`src/rtl/pe_result_collector.sv`:
```
// -----------------------------------------------------------------------------
// pe_result_collector
//
// Sits behind pe_array. Each accepted instruction carries a writeback tag down
// a LAT-stage delay line that matches the pe_array pipeline. When the tag
// reaches the last stage, pe_array data_out is valid on that same edge and
// {tag, data} is pushed into a DEPTH-entry FIFO. The FIFO head is presented
// to the writeback side over valid/ready.
//
// The controller sees credit-based backpressure: an issue is accepted only
// while buffered entries plus in-flight writeback issues are below DEPTH.
// A result therefore always has a FIFO slot waiting when it leaves the
// pipeline.
//
// Ports
//   clk          rising-edge clock
//   rst          asynchronous active-low reset
//   issue_valid  controller presents an instruction this cycle
//   issue_ready  collector has credit for another issue
//   issue_wb     1: result is written back, 0: result is discarded
//   issue_tag    writeback address travelling with the instruction
//   pe_data      pe_array data_out
//   out_valid    head FIFO entry valid
//   out_ready    consumer takes the head entry
//   out_tag      head entry tag
//   out_data     head entry data
//   inflight     writeback issues still inside the delay line
//   busy         anything in flight or buffered
//   ovf_err      sticky: a push arrived while the FIFO was full
// -----------------------------------------------------------------------------
module pe_result_collector #(
    parameter int WIDTH   = 24,
    parameter int NUM     = 4,
    parameter int OUT_NUM = 2,
    parameter int LAT     = 6,
    parameter int DEPTH   = 8,
    parameter int TAG_W   = 8
) (
    input  logic                                    clk,
    input  logic                                    rst,
    input  logic                                    issue_valid,
    output logic                                    issue_ready,
    input  logic                                    issue_wb,
    input  logic [TAG_W-1:0]                        issue_tag,
    input  logic [0:NUM-1][0:OUT_NUM-1][WIDTH-1:0]  pe_data,
    output logic                                    out_valid,
    input  logic                                    out_ready,
    output logic [TAG_W-1:0]                        out_tag,
    output logic [0:NUM-1][0:OUT_NUM-1][WIDTH-1:0]  out_data,
    output logic [3:0]                              inflight,
    output logic                                    busy,
    output logic                                    ovf_err
);

    localparam int AW = $clog2(DEPTH);
    localparam int CW = AW + 1;

    typedef logic [0:NUM-1][0:OUT_NUM-1][WIDTH-1:0] data_t;

    // Delay line: valid bit plus tag per stage.
    logic [LAT-1:0]   dl_v;
    logic [TAG_W-1:0] dl_tag [LAT];

    // FIFO storage and bookkeeping.
    data_t            mem_data [DEPTH];
    logic [TAG_W-1:0] mem_tag  [DEPTH];
    logic [AW-1:0]    wr_ptr;
    logic [AW-1:0]    rd_ptr;
    logic [CW-1:0]    count;
    logic [3:0]       inflight_q;

    logic fire;
    logic wb_fire;
    logic push;
    logic push_ok;
    logic pop;
    logic full;

    assign fire    = issue_valid & issue_ready;
    assign wb_fire = fire & issue_wb;
    assign push    = dl_v[LAT-1];
    assign full    = (count == CW'(DEPTH));
    assign push_ok = push & ~full;
    assign pop     = out_valid & out_ready;

    // Credit is taken from registered state only, so issue_ready never loops
    // back through issue_valid. A wb issue takes its credit while in the delay
    // line and keeps it once it lands in the FIFO; a pop returns it.
    assign issue_ready = (32'(count) + 32'(inflight_q)) < 32'(DEPTH);

    // Head outputs come straight from FIFO registers; gated so that an empty
    // FIFO shows zeros rather than stale storage.
    assign out_valid = (count != '0);
    assign out_tag   = out_valid ? mem_tag[rd_ptr]  : '0;
    assign out_data  = out_valid ? mem_data[rd_ptr] : '0;

    assign inflight = inflight_q;
    assign busy     = (inflight_q != 4'd0) | out_valid;

    always_ff @(posedge clk or negedge rst) begin
        if (!rst) begin
            dl_v <= '0;
            for (int i = 0; i < LAT; i++) begin
                dl_tag[i] <= '0;
            end
        end else begin
            // Non-wb issues still occupy a pipeline slot but travel with v=0.
            dl_v[0]   <= wb_fire;
            dl_tag[0] <= issue_tag;
            for (int i = 1; i < LAT; i++) begin
                dl_v[i]   <= dl_v[i-1];
                dl_tag[i] <= dl_tag[i-1];
            end
        end
    end

    // Counts every v bit leaving the line, including a dropped push, so it
    // always equals the popcount of dl_v.
    always_ff @(posedge clk or negedge rst) begin
        if (!rst) begin
            inflight_q <= 4'd0;
        end else begin
            inflight_q <= inflight_q + 4'(wb_fire) - 4'(push);
        end
    end

    always_ff @(posedge clk or negedge rst) begin
        if (!rst) begin
            wr_ptr  <= '0;
            rd_ptr  <= '0;
            count   <= '0;
            ovf_err <= 1'b0;
        end else begin
            if (push_ok) begin
                wr_ptr <= wr_ptr + AW'(1);
            end
            if (pop) begin
                rd_ptr <= rd_ptr + AW'(1);
            end
            if (push & full) begin
                ovf_err <= 1'b1;
            end
            case ({push_ok, pop})
                2'b10:   count <= count + CW'(1);
                2'b01:   count <= count - CW'(1);
                default: count <= count;
            endcase
        end
    end

    // Storage is not reset; out_valid gating hides its contents when empty.
    always_ff @(posedge clk) begin
        if (push_ok) begin
            mem_data[wr_ptr] <= pe_data;
            mem_tag[wr_ptr]  <= dl_tag[LAT-1];
        end
    end

endmodule

```
`config.mk`:
```
export PLATFORM = sky130hd
export DESIGN_NAME = pe_result_collector
export DESIGN_NICKNAME = d
export VERILOG_FILES = /design/src/rtl/pe_result_collector.sv
export SDC_FILE = /design/constraint.sdc
export NUM_CORES = 2
export LEC_CHECK = 0
export ABC_CLOCK_PERIOD_IN_PS = 20300
export BUFFER_PORTS_ARGS = -buffer_cell sky130_fd_sc_hd__buf_2
export CAP_MARGIN = 20
export CORE_MARGIN = 2
export CORE_UTILIZATION = 60
export DETAILED_ROUTE_END_ITERATION = 8
export PLACE_DENSITY = 0.84
export SYNTH_ARGS = -nofsm -noshare
export SYNTH_HDL_FRONTEND = slang
export SYNTH_SLANG_ARGS = --single-unit
```
`constraint.sdc`:
```
create_clock -name clk -period 20.3 [get_ports clk]
set_input_delay 6.09 -clock clk [delete_from_list [all_inputs] [get_ports clk]]
set_output_delay 6.09 -clock clk [all_outputs]
set_load 0.1 [all_outputs]
```
==> impl_metrics.env <==
export IMPL_status="complete, no violations"
export IMPL_wirelength_um=138000
export IMPL_synth_fa_ha_area_share_pct=0.326
export IMPL_htreeDepth=4
export IMPL_path_class="register to output pin"
export IMPL_layout_cells_non_filler=4510
export IMPL_grt_ovfl_total=0
export IMPL_fin_setup_tns_ps=0
export IMPL_num_rows=118
export IMPL_ios=413
export IMPL_dieArea_sq_mm=0.106
export IMPL_worst_path_max_delay_cell="buf_4"
export IMPL_drive_gt1_share_pct=35.3
export IMPL_yosysUniqueCellTypes=40
export IMPL_via_per_inst=6.43
export IMPL_grt_use_total_pct=26.2
export IMPL_path_buf_inv=5
export IMPL_routedWlPerCell_um=30.6
export IMPL_critPathLaunchType="register"
export IMPL_synthMuxAreaShare_pct=14.6
export IMPL_cp_max_fo=76
export IMPL_area_growth_pct=13.8
export IMPL_finish_utilization_pct=68.6
export IMPL_fin_crit_ps=11470
export IMPL_grt_max_degree=109
export IMPL_grt_pass1_vias=30400
export IMPL_ys_warn_count=0
export IMPL_worstHoldStart="dl_tag[10]$_DFF_PN0_"
export IMPL_synthCells=2488
export IMPL_grt_first_pass_wirelength_um=202000
export IMPL_cts_tree="built"
export IMPL_yosys_register_bits=1669
export IMPL_die_w_um=326
export IMPL_dp_hpwl_um=72200
export IMPL_numCtsBuffers=160
export IMPL_synth_compound_area_share_pct=2.97
export IMPL_cp_required_ps=14210
export IMPL_die_h_um=326
export IMPL_floorplan_initialDensity_pct=60.2
export IMPL_io_buffers=412
export IMPL_clk_latency_ps=770
export IMPL_cts_setup_buffers=0
export IMPL_root_buffer="clkbuf_16"
export IMPL_synthXorXnorAreaFrac_pct=0.113
export IMPL_cpMostUsedCell="buf_4"
export IMPL_finalCritPeriodShare_pct=56.5
export IMPL_synth_fp_nets=2708
export IMPL_dp_cells=4193
export IMPL_fmax_mhz=87.2
export IMPL_design_core_area_sq_mm=0.103
export IMPL_gp_congestion=0.742
export IMPL_ctsResizeCount=0
export IMPL_max_cap_violations=0
export IMPL_slew_limit_headroom_pct=23.3
export IMPL_tightest_slew_ps=1150
export IMPL_max_clock_path_buffers=3
export IMPL_synth_top_family_by_area="multiplexers"
export IMPL_layout_nets=3199
export IMPL_timing_rr_start="count[3]$_DFFE_PN0P_"
export IMPL_yosys_area_share_simple_pct=0.310
export IMPL_drt_initial_drc_count=3196
export IMPL_first_pass_iters=5
export IMPL_cts_sinks=1669
export IMPL_drv_slew=0
export IMPL_hold_class="register to register"
export IMPL_drc=0
export IMPL_num_vias=29000
export IMPL_hold_viol=0
export IMPL_synth_seq_area_share_pct=80.2
export IMPL_worstSetupStartpoint="rd_ptr[1]$_DFFE_PN0P_"
export IMPL_antenna_found_initial=39
export IMPL_cts_hold_buffers=0
export IMPL_ys_flop_type="edfxtp_1"
export IMPL_crit_arrival_ps=5380
export IMPL_max_stage_delay_ps=930
export IMPL_synth_edf_count=1600
export IMPL_crit_path_end_kind="output pin"
export IMPL_async_flop_share_pct=4.13
export IMPL_fin_skew_ps=28.9
export IMPL_setup_violations=0
export IMPL_syn_cell_area_sq_mm=0.0621
export IMPL_crit_family="buffers and inverters"
export IMPL_syn_avg_cell_area_sq_um=25.0
export IMPL_path_cells="buf_4 -> buf_16 -> buf_4 -> buf_4 -> mux4_2 -> a22o_1 -> buf_2"
export IMPL_rsz0062_at_grt="no"
export IMPL_drtAntennaViolNets=0
export IMPL_path_clk_slew_ps=60
path summary, 6_finish.rpt:
check / endpoint / slack [ps] / depth (start not counted)
max: out_data[73] / 8830 / 7
min: dl_tag[2]$_DFF_PN0_ / 340 / 0
max reg2reg: mem_data[2][133]$_DFFE_PP_ / 16230 / 5
min reg2reg: dl_tag[2]$_DFF_PN0_ / 340 / 0
max in group asynchronous: rd_ptr[0]$_DFFE_PN0P_ / 14140 / 2
min in group asynchronous: dl_tag[43]$_DFF_PN0_ / 5510 / 2
Yosys cell counts, types with 7 or more instances:
cell type / instances / area [sq um]
a22o_1: 200 / 1750
buf_1: 26 / 97.6
buf_2: 35 / 175
buf_4: 19 / 143
buf_8: 20 / 300
clkbuf_1: 29 / 109
dfrtp_1: 69 / 1730
edfxtp_1: 1600 / 48000
ha_1: 13 / 163
inv_1: 11 / 41.3
mux4_2: 400 / 9010
nand3_1: 7 / 35.0
nor2_1: 8 / 30.0
cell usage in the layout, fill, tap and decap left out, types with 7 or more instances in the layout:
| cell | n |
|---|---|
| a22o_1 | 200 |
| buf_2 | 412 |
| buf_4 | 46 |
| bufinv_16 | 8 |
| clkbuf_1 | 50 |
| clkbuf_16 | 167 |
| clkinv_1 | 29 |
| clkinv_2 | 18 |
| dfrtp_1 | 67 |
| diode_2 | 21 |
| edfxtp_1 | 1600 |
| ha_1 | 13 |
| inv_1 | 11 |
| mux4_2 | 400 |
| nand3_1 | 7 |
| nor2_4 | 7 |
per-layer routing:
layer  GRT usage (%)  up-vias  wire length, um
met4            7.87       38             3730
met5               0        -              244
met1            33.9    15300            48800
met2            44.0     1578            71600
li1                -    11800                -
met3            6.98      278            13400
state kept, by name (all words and copies together) (netlist names):
name      count
mem_data   1536
mem_tag      64
dl_tag       48
dl_v          6
count         4
inflight      4
rd_ptr        3
wr_ptr        3
ovf_err       1
area by class of cell:
type                            count  area, sq um
Inverter                           12         45.0
Tap cell                         1380         1730
Sequential cell                  1669        49800
Antenna cell                       21         52.6
Multi-Input combinational cell    671        11400
Clock buffer                      222         4440
Fill cell                        6003        32400
Clock inverter                     70          639
Timing Repair Buffer              465         2560
metrics by stage:
step | worst slack (ps) | hold WS [ps] | area (sq um)
3_5_place_dp | 9380 | 335 | 65400
3_3_place_gp | 9570 | 333 | 65400
4_1_cts | 8520 | 334 | 70500
6_report | 8830 | 339 | 70700
5_1_grt | 8640 | 345 | 70600
2_1_floorplan | 5000 | 331 | 62100
worst reg2reg max path, stage by stage (launching register included):
cell	delay, ps
dfrtp_1	470
or4b_1	300
nand3b_1	310
nor2_4	860
buf_4	670
buf_4	930
cells by family after synthesis:
logic type	count (synthesis)
flops	1669
mux	403
compound gates	212
buf+inv	148
simple gates	33
fa+ha+maj	15
xor+xnor	8
Power is left out: the tool's default activity adds up to more than one toggle a clock period on the data nets, which glitch-free logic cannot reach.
